### config.mk
export PLATFORM = sky130hd
export DESIGN_NAME = uart_tx_arbiter
export DESIGN_NICKNAME = d
export VERILOG_FILES = /design/src/rtl/uart_tx_arbiter.sv
export SDC_FILE = /design/constraint.sdc
export NUM_CORES = 1
export LEC_CHECK = 0
export CAP_MARGIN = 5
export CORE_AREA = 2 2 67 76
export DETAILED_ROUTE_END_ITERATION = 8
export DIE_AREA = 0 0 69 78
export GPL_ROUTABILITY_DRIVEN = 0
export PLACE_DENSITY_LB_ADDON = 0.25
export SLEW_MARGIN = 5
export SYNTH_ARGS = -nofsm -noshare
export SYNTH_HDL_FRONTEND = slang
export SYNTH_SLANG_ARGS = --single-unit
### constraint.sdc
create_clock -name clk_i -period 9.2 [get_ports clk_i]
set_clock_uncertainty 0.1 [all_clocks]
set_input_delay 2.76 -clock clk_i [delete_from_list [all_inputs] [get_ports clk_i]]
set_output_delay 2.76 -clock clk_i [all_outputs]
set_load 0.02 [all_outputs]
### src/rtl/uart_tx_arbiter.sv
// Round-robin arbiter sharing one UART transmitter between N_REQ byte producers.
// Issues a registered start pulse with the granted byte and acks the owner on completion.
module uart_tx_arbiter #(
  parameter int unsigned N_REQ        = 4,
  parameter int unsigned DATA_W       = 8,
  parameter int unsigned BUSY_TIMEOUT = 16,
  parameter int unsigned CNT_W        = 16
) (
  input  logic                    clk_i,
  input  logic                    rst_i,
  input  logic [N_REQ-1:0]        req_i,
  input  logic [N_REQ*DATA_W-1:0] data_i,
  input  logic                    tx_rdy_i,
  output logic                    tx_start_o,
  output logic [DATA_W-1:0]       tx_data_o,
  output logic [N_REQ-1:0]        grant_o,
  output logic [N_REQ-1:0]        ack_o,
  output logic                    err_o,
  output logic                    busy_o,
  output logic [CNT_W-1:0]        sent_count_o
);

  localparam int unsigned PTR_W = $clog2(N_REQ);
  localparam int unsigned TO_W  = $clog2(BUSY_TIMEOUT) + 1;

  typedef enum logic [1:0] {StIdle, StStart, StWaitBusy, StWaitDone} state_e;

  state_e              state_q, state_d;
  logic [PTR_W-1:0]    ptr_q, ptr_d;
  logic [N_REQ-1:0]    grant_q, grant_d;
  logic [N_REQ-1:0]    ack_q, ack_d;
  logic [DATA_W-1:0]   data_q, data_d;
  logic                start_q, start_d;
  logic                err_q, err_d;
  logic [CNT_W-1:0]    sent_q, sent_d;
  logic [TO_W-1:0]     to_q, to_d;
  logic [TO_W-1:0]     to_inc;
  logic                win_found;
  logic [PTR_W-1:0]    win_idx;
  logic [PTR_W-1:0]    cand;

  // First requester at or above ptr_q, wrapping modulo N_REQ.
  always_comb begin
    win_found = 1'b0;
    win_idx   = '0;
    cand      = '0;
    for (int unsigned i = 0; i < N_REQ; i++) begin
      cand = PTR_W'((32'(ptr_q) + i) % N_REQ);
      if (!win_found && req_i[cand]) begin
        win_found = 1'b1;
        win_idx   = cand;
      end
    end
  end

  assign to_inc = to_q + TO_W'(1);

  always_comb begin
    state_d = state_q;
    ptr_d   = ptr_q;
    grant_d = grant_q;
    data_d  = data_q;
    start_d = 1'b0;
    ack_d   = '0;
    err_d   = 1'b0;
    sent_d  = sent_q;
    to_d    = to_q;
    unique case (state_q)
      StIdle: begin
        if (tx_rdy_i && win_found) begin
          grant_d = '0;
          for (int unsigned i = 0; i < N_REQ; i++) begin
            if (win_idx == PTR_W'(i)) begin
              grant_d[i] = 1'b1;
              data_d     = data_i[i*DATA_W +: DATA_W];
            end
          end
          ptr_d   = (win_idx == PTR_W'(N_REQ - 1)) ? '0 : win_idx + PTR_W'(1);
          start_d = 1'b1;
          state_d = StStart;
        end
      end
      StStart: begin
        to_d    = '0;
        state_d = StWaitBusy;
      end
      StWaitBusy: begin
        if (!tx_rdy_i) begin
          state_d = StWaitDone;
        end else if (to_inc == TO_W'(BUSY_TIMEOUT - 1)) begin
          // UART never went busy: release the owner with an error, no count.
          ack_d   = grant_q;
          err_d   = 1'b1;
          grant_d = '0;
          state_d = StIdle;
        end else begin
          to_d = to_inc;
        end
      end
      StWaitDone: begin
        if (tx_rdy_i) begin
          ack_d   = grant_q;
          sent_d  = sent_q + CNT_W'(1);
          grant_d = '0;
          state_d = StIdle;
        end
      end
      default: state_d = StIdle;
    endcase
  end

  always_ff @(posedge clk_i) begin
    if (rst_i) begin
      state_q <= StIdle;
      ptr_q   <= '0;
      grant_q <= '0;
      ack_q   <= '0;
      data_q  <= '0;
      start_q <= 1'b0;
      err_q   <= 1'b0;
      sent_q  <= '0;
      to_q    <= '0;
    end else begin
      state_q <= state_d;
      ptr_q   <= ptr_d;
      grant_q <= grant_d;
      ack_q   <= ack_d;
      data_q  <= data_d;
      start_q <= start_d;
      err_q   <= err_d;
      sent_q  <= sent_d;
      to_q    <= to_d;
    end
  end

  assign tx_start_o   = start_q;
  assign tx_data_o    = data_q;
  assign grant_o      = grant_q;
  assign ack_o        = ack_q;
  assign err_o        = err_q;
  assign busy_o       = (state_q != StIdle);
  assign sent_count_o = sent_q;

endmodule
==> flow_metrics.tcl, run 1 <==
set metrics [dict create \
    io_pins 74 \
    avgSynthCellArea_um2 8.70 \
    ctsResizeCount 0 \
    slowest_stage "nor2_1" \
    tns_ps 0 \
    first_pass_iters 4 \
    routedWlPerCell_um 12.6 \
    clk_pin_slew_ps 80 \
    synth_top_area_share_pct 39.1 \
    leakage_nw 1.16 \
    peakVddDrop_uv 131 \
    drt_iter0_drc 117 \
    place_ws_ps 3330 \
    startpoint_type "input port" \
    cts_tree "built" \
    area_growth_pct 39.8 \
    path_class "in -> reg" \
    dieWidth_um 69 \
    dp.cells 371 \
    worstPathRequired_ps 9330 \
    utilization_pct 67.6 \
    worst_ep_arrival_time_ps 5700 \
    cts_root_buf "clkbuf_8" \
    drv_cap 0 \
    initial_core_util_pct 48.4 \
    synthTopCellsByArea "dfxtp_1 39%, mux2i_1 8.2%, ha_1 6.8%, xor2_1 5.6%, nor2_1 4.1%" \
    cts_htree_levels 2 \
    max_stage_delay_ps 640 \
    yosysTopAreaCell "dfxtp_1" \
    ant_nets 0 \
    slew_viol_final 0 \
    grt_pass1_vias 1773 \
    die-area_mm2 0.00538 \
    ys_warn_count 0 \
    synth.distinct_cells 40 \
    fmax_mhz 180 \
    crit_fanout 18 \
    via_per_inst 5.20 \
    slew_headroom_pct 45.0 \
    tightest_slew_ps 823 \
    setup_ws_ps 3630 \
    end_kind "register" \
    num_rows 26 \
    clkSinkCount 43 \
    hold_class "reg -> reg" \
    final_layout_size_suffix_gt1_share_pct 4.02 \
    vias 1969 \
    fin_crit_ps 5570 \
    final_nets 373 \
    final_common_cell "clkdlybuf4s50_1" \
    netlist_area_mm2 0.00220 \
    path_cells "clkdlybuf4s50_1, or4_4, and2_2, inv_1, ha_1, nor4_1, nor2_1, o21ai_0, a21oi_1" \
    synthCells 253 \
    outcome "completed" \
    die_y_um 78 \
    cts_buffers 5 \
    setup_viol 0 \
    grt_max_degree 30 \
    insertion_delay_ps 290 \
    track_usage_pct 17.9 \
    place_hpwl_um 3600 \
    totalWireLength_um 4760 \
    io_buffer_count 73 \
    grt_pass1_wl_um 7850 \
    drc 0 \
    hold_buffers 0 \
    layout_common_cells "73 x clkdlybuf4s50_1, 43 x dfxtp_1, 24 x nor2_1, 18 x mux2i_1" \
    grt-ovfl-total 0 \
    yosysSeqAreaShare_pct 39.1 \
    synth_nets 304 \
    rsz0062_at_grt "false" \
    p_per_area_mw_per_mm2 172 \
    fill_cells 403 \
    cts_setup_buffers 0 \
    fp.coreArea_mm2 0.00455 \
    grt_antenna_before_repair 0 \
    cts_buffer_depth 2 \
    final.period_utilization_pct 60.6 \
    synth-seq-cells 43 \
    finalHoldViolCount 0 \
    insertedDiodeCount 0 \
    stdcell_count 379 \
]
[report_power, final]
group          total, W  leakage [nW]  switching, W  internal (W)
Sequential     0.000214         0.349     0.0000117      0.000203
Combinational  0.000164         0.747     0.0000855     0.0000789
Clock          0.000150        0.0612     0.0000624     0.0000878
[sequential cells by signal, indices dropped and copies added, names as in the netlist]
| register | flops |
|---|---|
| sent_count_o | 16 |
| tx_data_o | 8 |
| to_q | 5 |
| ack_o | 4 |
| grant_o | 4 |
| ptr_q | 2 |
| state_q | 2 |
| err_o | 1 |
| tx_start_o | 1 |
[final cells by class]
class | instances | area, µm² | area share [%]
sequential | 43 | 861 | 28.0
tap | 56 | 70.1 | 2.28
clock inverter | 2 | 35.0 | 1.14
timing repair buffer | 74 | 738 | 24.0
multi-input combinational | 186 | 1250 | 40.5
clock buffer | 6 | 82.6 | 2.68
inverter | 12 | 45.0 | 1.46
[through the flow]
step                hold WS, ps  total power [W]  area [µm²]
finish                      392         0.000529        3080
global route                410         0.000559        3080
CTS                         401         0.000533        3080
detailed placement          388         0.000384        2960
global placement            384         0.000382        2960
floorplan                   374         0.000320        2200
[cells in the mapped netlist, drive strengths merged]
cell     number
dfxtp        43
nor2         24
mux2i        18
a21oi        17
nand2        17
o21ai        17
xor2         14
ha           12
inv          12
nand3        10
clkbuf        8
and2          7
nand4         7
a22o          6
and3          4
buf           4
nand2b        4
nor4          3
o21a          3
xnor2         3
a21o          2
and4          2
nor3          2
or4           2
a211o         1
a211oi        1
a311oi        1
a31oi         1
nor3b         1
o2111ai       1
o21bai        1
o22a          1
o22ai         1
o31ai         1
o41ai         1
or2           1
[per-layer routing]
layer	up-vias	routed length [µm]	GRT usage, %
met3	6	330	6.62
met5	-	0	0
li1	1016	-	-
met1	881	2070	20.5
met2	66	2300	31.3
met4	0	54	4.71
[path summary, 6_finish.rpt]
| check | from | endpoint | slack [ps] | cells after the start |
|---|---|---|---|---|
| worst max-delay path | req_i[2] | tx_data_o[4] | 3630 | 9 |
| worst min-delay path | grant_o[1] | ack_o[1] | 390 | 1 |
| worst max register to register | ptr_q[1] | tx_data_o[4] | 6420 | 10 |
| worst min register to register | grant_o[1] | ack_o[1] | 390 | 1 |
[logic make-up after synthesis]
logic type / count (synthesis) / synth area share, %
adder cells (fa/ha/maj): 12 / 6.82
XOR/XNOR: 17 / 6.76
multiplexers: 18 / 8.18
AO/OA/AOI/OAI: 55 / 15.7
flip-flops: 43 / 39.1
AND/OR/NAND/NOR: 84 / 19.1
buffers and inverters: 24 / 4.26
[critical path: cells and delay by family]
family | cells | cell delay (ps)
adder cells (fa/ha/maj) | 1 | 490
AO/OA/AOI/OAI | 2 | 320
buffers and inverters | 2 | 540
AND/OR/NAND/NOR | 4 | 1580
No activity file was read; power rests on OpenSTA's default activity.
==> run 2: changes to the inputs <==
CORE_AREA = 2 2 69 78   (was 2 2 67 76)
DIE_AREA = 0 0 71 80   (was 0 0 69 78)
clock period = 5.6 ns   (was 9.2 ns; I/O delays follow)
==> run 2 against run 1 <==
- clock power is 33% higher
- cell area is 0.89% lower
- power is 56% higher
- non-clock buffer count stayed put
- critical path type unchanged
- largest cell class unchanged
- largest power group unchanged
- highest routed layer unchanged
==> flow_metrics.tcl, run 2 (same netlist as run 1, synthesis figures left out) <==
set metrics [dict create \
    outcome "completed" \
    met3_usage_pct 5.56 \
    final_common_cell "clkdlybuf4s50_1" \
    die-area_mm2 0.00568 \
    p_comb_share_pct 33.2 \
    slew_viol_final 0 \
    rr_endpoint "tx_data_o[0]" \
    worst_ep_arrival_time_ps 4670 \
    cts_setup_buffers 0 \
    end_kind "register" \
    grt_pass1_wl_um 8250 \
    cts_root_buf "clkbuf_8" \
    via_per_inst 5.34 \
    swShare_pct 32.3 \
    io_pins 74 \
    clkSinkCount 43 \
    power_frac_clock_pct 24.1 \
    drc 0 \
    worstPathRequired_ps 5730 \
    top_usage_layer "met2" \
    p_per_area_mw_per_mm2 271 \
    path_class "in -> reg" \
    setup_viol 0 \
    leakage_nw 1.14 \
    largest_reg_flops 16 \
    slew_headroom_pct 42.2 \
    ant_nets 0 \
    num_rows 27 \
    finalHoldViolCount 0 \
    hold_path_depth 2 \
    dieWidth_um 71 \
    cts_htree_levels 2 \
    peakVddDrop_uv 149 \
    totalWireLength_um 4940 \
    hp-start "to_q[0]" \
    layout_common_cells "73 x clkdlybuf4s50_1, 43 x dfxtp_1, 24 x nor2_1, 18 x mux2i_1" \
    fill_cells 452 \
    insertedDiodeCount 0 \
    final_nets 373 \
    grt_max_degree 29 \
    final_layout_size_suffix_gt1_share_pct 3.73 \
    cts_buffer_depth 2 \
    r2r_slack_ps 2740 \
    place_area_mm2 0.00296 \
    hold_end "to_q[0]" \
    utilization_pct 62.3 \
    track_usage_pct 17.8 \
    p_switching_w 0.000266 \
    tns_ps 0 \
    drv_cap 0 \
    grt_antenna_before_repair 0 \
    routedWlPerCell_um 13.0 \
    crit_buf_inv 2 \
    max_stage_delay_ps 680 \
    p_int_w 0.000559 \
    design_area_mm2 0.00305 \
    met2_usage_pct 33.2 \
    startpoint_type "input port" \
    power.sequential.fraction_pct 42.8 \
    clk_pin_slew_ps 80 \
    area_growth_pct 38.6 \
    rr_startpoint "ptr_q[1]" \
    path_cells "clkdlybuf4s50_1, or4_4, and2_2, inv_1, ha_1, nor4_1, nor2_1, o21ai_0, a21oi_1" \
    hold_class "reg -> reg" \
    cts_tree "built" \
    use_met1_pct 19.6 \
    r2r_cells 10 \
    crit_fanout 18 \
    first_pass_iters 4 \
    fp.coreArea_mm2 0.00490 \
    initial_core_util_pct 45.0 \
    die_y_um 80 \
    fin_crit_ps 4550 \
    insertion_delay_ps 290 \
    vias 2029 \
    grt_pass1_vias 1955 \
    drt_iter0_drc 47 \
    final.period_utilization_pct 81.2 \
    grt-ovfl-total 0 \
    io_buffer_count 73 \
    slowest_stage "nor2_1" \
    ctsResizeCount 0 \
    hold_buffers 0 \
    place_hpwl_um 3690 \
    cts_buffers 5 \
    tightest_slew_ps 864 \
    path_delay_family "simple AND/OR/NAND/NOR gates" \
    rsz0062_at_grt "false" \
    fmax_mhz 220 \
]
[run 2: cell count changes in the layout (fill, tap and decap cells not counted), sizes merged]
cell,previous run,this run
bufinv,1,0
[run 2: worst register-to-register path, stage by stage (launching register included)]
cell	delay (ps)
dfxtp_1	430
nand2_1	90
a21oi_1	170
nor3_1	80
and2_2	200
inv_1	90
ha_1	480
nor4_1	130
nor2_1	680
o21ai_0	190
a21oi_1	140
[run 2: stage by stage]
step / setup slack [ps] / std cells / power [W] / hold slack (ps)
2_1_floorplan: 1820 / 253 / 0.000526 / 374
3_3_place_gp: 928 / 373 / 0.000630 / 385
3_5_place_dp: 754 / 373 / 0.000632 / 390
4_1_cts: 1060 / 380 / 0.000831 / 403
5_1_grt: 795 / 380 / 0.000872 / 420
6_report: 1050 / 380 / 0.000826 / 405
[run 2: per-layer routing]
metal	part of all wire, %	wire (µm)
met5	0	0
met4	0.63	31
met1	44	2190
met2	49	2400
met3	6.4	317
[run 2: cell type report]
| type | instances | area (µm²) | share of cell area [%] |
|---|---|---|---|
| multi-input combinational | 186 | 1250 | 40.9 |
| tap | 58 | 72.6 | 2.38 |
| clock inverter | 1 | 5.00 | 0.164 |
| timing repair buffer | 74 | 738 | 24.2 |
| inverter | 12 | 45.0 | 1.48 |
| sequential | 43 | 861 | 28.2 |
| clock buffer | 6 | 82.6 | 2.71 |
[run 2: worst max path at each step]
stage	cells past startpoint	to	startpoint	slack (ps)
2_1_floorplan	9	tx_data_o[5]	req_i[2]	1820
3_5_place_dp	9	tx_data_o[7]	req_i[2]	750
4_1_cts	9	tx_data_o[7]	req_i[2]	1060
6_report	9	tx_data_o[0]	req_i[2]	1050
5_1_grt	9	tx_data_o[7]	req_i[2]	790
3_3_place_gp	9	tx_data_o[2]	req_i[2]	930
[run 2: power by group through the flow]
stage,combinational [W],clock (W),sequential [W]
after floorplan,0.000146,0,0.000380
after global routing,0.000301,0.000215,0.000356
after global placement,0.000270,0,0.000359
after CTS,0.000276,0.000202,0.000353
after detailed placement,0.000274,0,0.000358
final,0.000274,0.000199,0.000353
==> run 3: changes to the inputs <==
CORE_AREA = 2 2 73 82   (was 2 2 69 78)
DIE_AREA = 0 0 75 84   (was 0 0 71 80)
clock period = 3.9 ns   (was 5.6 ns; I/O delays follow)
==> run 3 against run 2 <==
- combinational power rose by 45%
- register-to-register slack got worse by 1200 ps
- count of clock-buffer cells in the layout did not move
==> flow_metrics.tcl, run 3 (same netlist as run 1, synthesis figures left out) <==
set metrics [dict create \
    outcome "completed" \
    layout_common_cells "73 x clkdlybuf4s50_1, 43 x dfxtp_1, 24 x nor2_1, 18 x mux2i_1" \
    cts_buffer_depth 2 \
    final_common_cell "clkdlybuf4s50_1" \
    crit_fanout 16 \
    largest_reg_flops 16 \
    leakage_nw 1.16 \
    insertion_delay_ps 300 \
    drt_iter0_drc 83 \
    io_pins 74 \
    num_rows 29 \
    die_y_um 84 \
    power.sequential.fraction_pct 41.0 \
    clk_pin_slew_ps 80 \
    grt-ovfl-total 0 \
    hold_buffers 0 \
    slew_headroom_pct 43.9 \
    final_layout_size_suffix_gt1_share_pct 4.01 \
    track_usage_pct 16.7 \
    utilization_pct 55.9 \
    worstPathRequired_ps 4030 \
    grt_pass1_wl_um 8260 \
    fin_crit_ps 3560 \
    fill_cells 519 \
    rsz0062_at_grt "false" \
    grt_pass1_vias 1818 \
    p_comb_share_pct 32.1 \
    clkSinkCount 43 \
    fp.coreArea_mm2 0.00555 \
    io_buffer_count 73 \
    swShare_pct 31.0 \
    critPathLaunch "req_i[2]" \
    routedWlPerCell_um 12.4 \
    tightest_slew_ps 840 \
    final.period_utilization_pct 91.2 \
    cts_root_buf "clkbuf_8" \
    worst_ep_arrival_time_ps 3690 \
    via_per_inst 5.05 \
    finalHoldViolCount 0 \
    p_int_w 0.000854 \
    ctsResizeCount 0 \
    place_hpwl_um 3820 \
    p_switching_w 0.000384 \
    cts_buffers 5 \
    fmax_mhz 281 \
    drv_cap 0 \
    totalWireLength_um 4970 \
    cts_setup_buffers 0 \
    p_per_area_mw_per_mm2 399 \
    drc 0 \
    cts_htree_levels 2 \
    stdcell_count 401 \
    vias 2025 \
    end_kind "register" \
    peakVddDrop_uv 188 \
    first_pass_iters 5 \
    path_class "in -> reg" \
    slew_viol_final 0 \
    setup_viol 0 \
    cts_tree "built" \
    r2r_slack_ps 1500 \
    insertedDiodeCount 0 \
    dp.cells 394 \
    hold_class "reg -> reg" \
    initial_core_util_pct 39.7 \
    tns_ps 0 \
    final_nets 375 \
    die-area_mm2 0.00630 \
    ant_nets 0 \
    rr_startpoint "ptr_q[1]" \
    area_growth_pct 41.0 \
    grt_antenna_before_repair 0 \
    startpoint_type "input port" \
    dieWidth_um 75 \
    hp-start "grant_o[2]" \
    grt_max_degree 26 \
    power_frac_clock_pct 26.9 \
]
run 3: power by group through the flow:
stage               sequential, W  clock [W]  combinational, W
detailed placement       0.000517          0          0.000399
global placement         0.000517          0          0.000395
floorplan                0.000546          0          0.000210
global route             0.000513   0.000360          0.000440
CTS                      0.000508   0.000345          0.000402
finish                   0.000508   0.000333          0.000398
run 3: area by class of cell:
cell class | instances | area (µm²) | share of cell area (%)
Multi-Input combinational cell | 186 | 1250 | 40.2
Sequential cell | 43 | 861 | 27.7
Timing Repair Buffer | 76 | 753 | 24.3
Tap cell | 77 | 96.3 | 3.10
Clock buffer | 6 | 72.6 | 2.34
Inverter | 12 | 45.0 | 1.45
Clock inverter | 1 | 30.0 | 0.967
run 3: worst paths after layout:
| kind | cells after the start | to |
|---|---|---|
| hold reg to reg | 1 | ack_o[2] |
| setup reg to reg | 9 | tx_data_o[2] |
| setup / recovery | 9 | tx_data_o[2] |
| hold / removal | 1 | ack_o[2] |
run 3: layer usage:
metal	part of all wire [%]	global-route usage (%)	vias up
met3	7.1	6.04	9
li1	-	-	1030
met1	45	21.3	907
met2	47	25.9	79
met5	0	0	-
met4	1.5	5.19	0
run 3: critical path, cell delays in order:
cell,delay [ps]
clkdlybuf4s50_1,460
or4_4,570
and2_2,250
inv_1,90
ha_1,170
nor4_1,60
nor2_1,620
o21ai_0,170
a21oi_1,140
run 3: per-stage QoR:
| step | power (W) | hold WS [ps] | setup slack [ps] | area, µm² |
|---|---|---|---|---|
| detailed placement | 0.000916 | 381 | 59.7 | 3000 |
| finish | 0.00124 | 403 | 342 | 3110 |
| CTS | 0.00125 | 405 | 382 | 3110 |
| global placement | 0.000913 | 385 | 150 | 3000 |
| global route | 0.00131 | 414 | 80.1 | 3110 |
| floorplan | 0.000756 | 374 | 633 | 2200 |
==> variant 1, RTL diff (flow settings as in run 2) <==
The parameter `CNT_W` goes from 16 to 32.
--- a/src/rtl/uart_tx_arbiter.sv
+++ b/src/rtl/uart_tx_arbiter.sv
@@ -4,7 +4,7 @@
   parameter int unsigned N_REQ        = 4,
   parameter int unsigned DATA_W       = 8,
   parameter int unsigned BUSY_TIMEOUT = 16,
-  parameter int unsigned CNT_W        = 16
+  parameter int unsigned CNT_W        = 32
 ) (
   input  logic                    clk_i,
   input  logic                    rst_i,
Ports: changed (resized sent_count_o); port bits go from 74 to 90. The function was not compared with the original's and may differ.
==> variant 1 against run 2 <==
Total power up 36%; register-to-register slack worse by 0.15 ns; clock power grew 74%; design area rose by 35%; critical path depth increased by 2; wire length increased by 51%; sequential cell count increased by 16; worst setup slack better by 0.041 ns; synthesized cell count is 39% higher; synthesized area increased by 39%.
==> variant 1: results (changes against run 2) <==
Global routing:
- The total track usage is 27.6% (+9.8 points).
- The largest net degree at the start of global routing is 26 (-10%).
- The number of global-route vias before repair was 2767 (+42%).
- The global-route wire length before repair came to 12500 µm (+52%).

Yosys:
- The multiplexer share of the synthesized area was 6.48% (-1.7 points).
- After synthesis, the cell types taking the most area are sky130_fd_sc_hd__dfxtp_1, sky130_fd_sc_hd__mux2i_1, sky130_fd_sc_hd__ha_1.
- The synthesized netlist net count was 403 (+33%).
- The number of distinct library cells after synthesis is 55 (+38%).
- The fraction of the mapped netlist area in compound gates is 15.8% (+0.040 points).
- The share of flip-flops with an asynchronous set or reset after synthesis is 0% (unchanged).
- The register area share after synthesis is 38.7% (-0.40 points).
- Sorting the synthesized cells by how often they occur yields sky130_fd_sc_hd__dfxtp_1, sky130_fd_sc_hd__nor2_1, sky130_fd_sc_hd__nand2_1.
- The synthesized-area fraction occupied by adder cells was 4.92% (-1.9 points).
- The area share of xor/xnor cells in the synthesized design came to 5.45% (-1.3 points).

Critical path:
- The maximum fanout along the worst path came to 16 (-2).
- The critical path data arrival time was 4.65 ns (-0.02 ns).

Clock network:
- The worst-skew pair later-pin latency is 0.33 ns (+0.04 ns).
- The deepest level of the CTS H-tree is 3 (+1).
- The clock-pin slew on the worst setup and hold paths is 0.06 ns (-0.02 ns).
- The total CTS buffers is 9 (+4).
- The post-cts gate resize count came to 0 (unchanged).
- The tree is rooted in a sky130_fd_sc_hd__clkbuf_8.

Drt:
- The first-pass iteration count of the detailed router is 5 (+1).
- The routed via count divided by cell count is 5.76 (+7.8%).
- The number of DRC markers in iteration 0 was 172 (+270%).
- The post-detailed-routing wire length came to 7440 µm (+51%).

Outcome:
- The flow ran to the end, and the final reports show no timing, DRC or antenna violations.

Finish:
- The final-layout fill cell count is 307 (-32%).
- The proportion of layout cells with a drive suffix above 1 is 7.26% (+3.5 points).
- The count of inserted antenna diode cells was 0 (unchanged).
- The number of nets in the finished design is 488 (+31%).
- The number of flip-flops under the largest register name came to 32 (+16).

STA:
- The transition time of the tightest slew-check pin is 0.918 ns (+0.0543 ns).

Placed design:
- The count of input and output buffers is 89 (+22%).
- The worst slack at placement is 0.783 ns (+0.0293 ns).
- The placed wire-length estimate is 5240 µm (+42%).

Pwr:
- The maximum resistive drop on vdd is 177 µV (+19%).
- The static power due to leakage was 1.57 nW (+37%).

Worst hold path:
- The worst hold path class is reg2reg.
variant 1: power breakdown:
part           switching, mW  total [mW]  internal (mW)  leakage (nW)
combinational          0.168       0.307          0.139         0.994
sequential            0.0231       0.473          0.449         0.478
clock                  0.154       0.347          0.193        0.0953
variant 1: critical path: stages:
cell,delay [ns]
sky130_fd_sc_hd__clkdlybuf4s50_1,0.46
sky130_fd_sc_hd__nor2b_1,0.17
sky130_fd_sc_hd__a21oi_1,0.14
sky130_fd_sc_hd__nor2_1,0.05
sky130_fd_sc_hd__a221oi_1,0.32
sky130_fd_sc_hd__and2_1,0.26
sky130_fd_sc_hd__ha_1,0.50
sky130_fd_sc_hd__nor4_1,0.10
sky130_fd_sc_hd__nor2_1,0.64
sky130_fd_sc_hd__o21ai_0,0.17
sky130_fd_sc_hd__a21oi_1,0.17
variant 1: final timing paths:
kind,startpoint,to,slack (ns),cells after the start
max reg2reg,ptr_q[0],tx_data_o[6],2.59,10
min reg2reg,sent_count_o[27],sent_count_o[27],0.40,2
max,req_i[0],tx_data_o[6],1.10,11
min,sent_count_o[27],sent_count_o[27],0.40,2
variant 1: kinds of logic after synthesis:
| group | Yosys count |
|---|---|
| and+or+nand+nor | 134 |
| AOI/OAI and AO/OA | 78 |
| DFF | 59 |
| buffers and inverters | 31 |
| xor gates and xnor gates | 19 |
| muxes | 19 |
| adders and majority gates | 12 |
variant 1: area by class of cell:
type / instances / area (µm²) / share of cell area, %
well taps: 58 / 72.6 / 1.77
flip-flops and latches: 59 / 1180 / 28.8
clock buffers: 13 / 169 / 4.11
clock inverters: 2 / 10.0 / 0.244
repair buffers: 90 / 898 / 21.9
inverters: 15 / 56.3 / 1.37
multi-input cells: 262 / 1720 / 41.9
variant 1: per-layer routing:
metal  global-route usage (%)  vias to the layer above  part of all wire (%)
met5                        0                        -                     0
met2                     46.6                      111                    50
li1                         -                     1412                     -
met4                     9.25                        0                   1.6
met3                     9.09                       14                   7.0
met1                     32.9                     1335                    42
variant 1: through the flow:
step	area [µm²]	util [%]	std cells
final	4110	83.8	499
after global placement	3930	80.2	484
after CTS	4110	83.8	499
after global routing	4110	83.8	499
after detailed placement	3930	80.2	484
after floorplan	3050	-	352
==> variant 2, RTL diff (settings of run 2) <==
Made on the original files. Register the output `sent_count_o` once more, without a reset; this adds one clock of latency there. The other outputs are not delayed to match.
--- a/src/rtl/uart_tx_arbiter.sv
+++ b/src/rtl/uart_tx_arbiter.sv
@@ -139,6 +139,8 @@
   assign ack_o        = ack_q;
   assign err_o        = err_q;
   assign busy_o       = (state_q != StIdle);
-  assign sent_count_o = sent_q;
+  always_ff @(posedge clk_i) begin
+    sent_count_o <= sent_q;
+  end
 
 endmodule
Check against the original RTL: not equivalent (Yosys sat finds a counterexample within 10 cycles, from zero or initial values and one cycle with rst_i high).
==> variant 2 against run 2 <==
Count of clock-buffer cells in the layout up 4; sequential cell count increased by 16; critical path depth fell by 1; wire length up 10%; synthesized area increased by 20%; design area increased by 17%; total power grew 33%; worst setup slack better by 0.29 ns.
==> variant 2: results (changes against run 2) <==
Pwr:
- The static power due to leakage was 1.33 nW (+16%).
- The maximum resistive drop on vdd is 195 µV (+31%).

Critical path:
- The slack of the worst reg-to-reg path was 2.89 ns (+0.15 ns).
- The master of the slowest instance on the critical path is sky130_fd_sc_hd__or4_4.
- The length in cells of the worst reg-to-reg path is 11 (+1).
- The beginning of the critical path is req_i[3].
- The critical path data arrival time is 4.40 ns (-0.27 ns).
- The stage delay of the slowest cell on the critical path was 0.59 ns (-0.09 ns).
- The critical register-to-register path endpoint is tx_data_o[7].

Finish:
- The proportion of layout cells with a drive suffix above 1 was 8.84% (+5.1 points).
- The final-layout fill cell count was 363 (-20%).

Clock network:
- The worst-skew pair later-pin latency was 0.34 ns (+0.05 ns).
- The total CTS buffers is 9 (+4).

Yosys:
- The register area share after synthesis is 44.8% (+5.7 points).
- The commonest cells after synthesis are sky130_fd_sc_hd__dfxtp_1, sky130_fd_sc_hd__nor2_1, sky130_fd_sc_hd__nand2_1.
- The number of distinct library cells after synthesis is 44 (+10%).

Worst hold path:
- The worst hold endpoint is sent_count_o[15].
- The start point of the worst min-delay path is sent_q[15].

Global routing:
- The total track usage was 20.4% (+2.6 points).
- The largest net degree at the start of global routing is 24 (-17%).
- The number of global-route vias before repair is 2066 (+5.7%).
- The global-route wire length before repair is 8980 µm (+9.0%).

STA:
- The transition time of the tightest slew-check pin came to 0.865 ns (+0.000989 ns).

Drt:
- The routed wire length per instance was 13.0 µm (-0.10%).
- The number of DRC markers in iteration 0 is 126 (+170%).
- The via count is 2180 (+7.4%).

Placed design:
- The placed wire-length estimate was 4170 µm (+13%).
- The cell area after placement was 3390 µm² (+15%).

Outcome:
- The run finished with clean final reports.
[variant 2: changes by cell type after synthesis, sizes merged, moves of 6 or more]
| cell | before | now |
|---|---|---|
| a211oi | 1 | 9 |
| dfxtp | 43 | 59 |
| nand2 | 17 | 28 |
| nor2 | 24 | 38 |
| xnor2 | 3 | 9 |
| xor2 | 14 | 7 |
[variant 2: cells by family (layout without fill, tap and decap cells)]
logic type	count (synthesis)	after routing	synth area share, %
AOI/OAI and AO/OA	49	49	14.7
adders and majority gates	12	12	5.70
and+or+nand+nor	109	109	19.7
xor gates and xnor gates	16	16	5.32
DFF	59	59	44.8
buffers and inverters	21	101	3.70
muxes	16	16	6.07
[variant 2: per-layer routing]
layer | up-vias | share of wire (%) | track usage [%]
met5 | - | 0 | 0
met4 | 0 | 2.1 | 10.8
met3 | 9 | 5.2 | 6.94
met2 | 55 | 51 | 35.6
met1 | 989 | 42 | 21.6
li1 | 1127 | - | -
[variant 2: where the power goes]
part           switching, mW  leakage, nW  internal, mW  total, mW
clock network          0.167       0.0787         0.160      0.326
logic                  0.165        0.769         0.142      0.307
registers             0.0207        0.478         0.447      0.468
[variant 2: layout make-up]
cell class	instances	area, µm²	share of cell area, %
Multi-Input combinational cell	202	1360	38.1
Sequential cell	59	1180	33.1
Timing Repair Buffer	75	746	20.9
Clock buffer	10	128	3.58
Tap cell	58	72.6	2.04
Clock inverter	6	41.3	1.16
Inverter	10	37.5	1.05
[variant 2: worst max-delay path, delay by kind of cell]
kind / cells / cell delay (ns)
simple gates: 5 / 1.55
fa+ha+maj: 1 / 0.48
buf+inv: 1 / 0.47
compound gates: 1 / 0.21
[variant 2: metrics by stage]
stage	std cells	worst slack, ns
after global routing	420	1.06
after detailed placement	404	0.981
after global placement	404	1.12
after floorplan	282	1.84
after CTS	420	1.34
final	420	1.34
[variant 2: worst max-delay path by stage]
stage	endpoint	slack, ns
6_report	tx_data_o[7]	1.34
4_1_cts	tx_data_o[1]	1.34
3_5_place_dp	tx_data_o[1]	0.98
2_1_floorplan	tx_data_o[5]	1.84
3_3_place_gp	tx_data_o[2]	1.12
5_1_grt	tx_data_o[7]	1.06
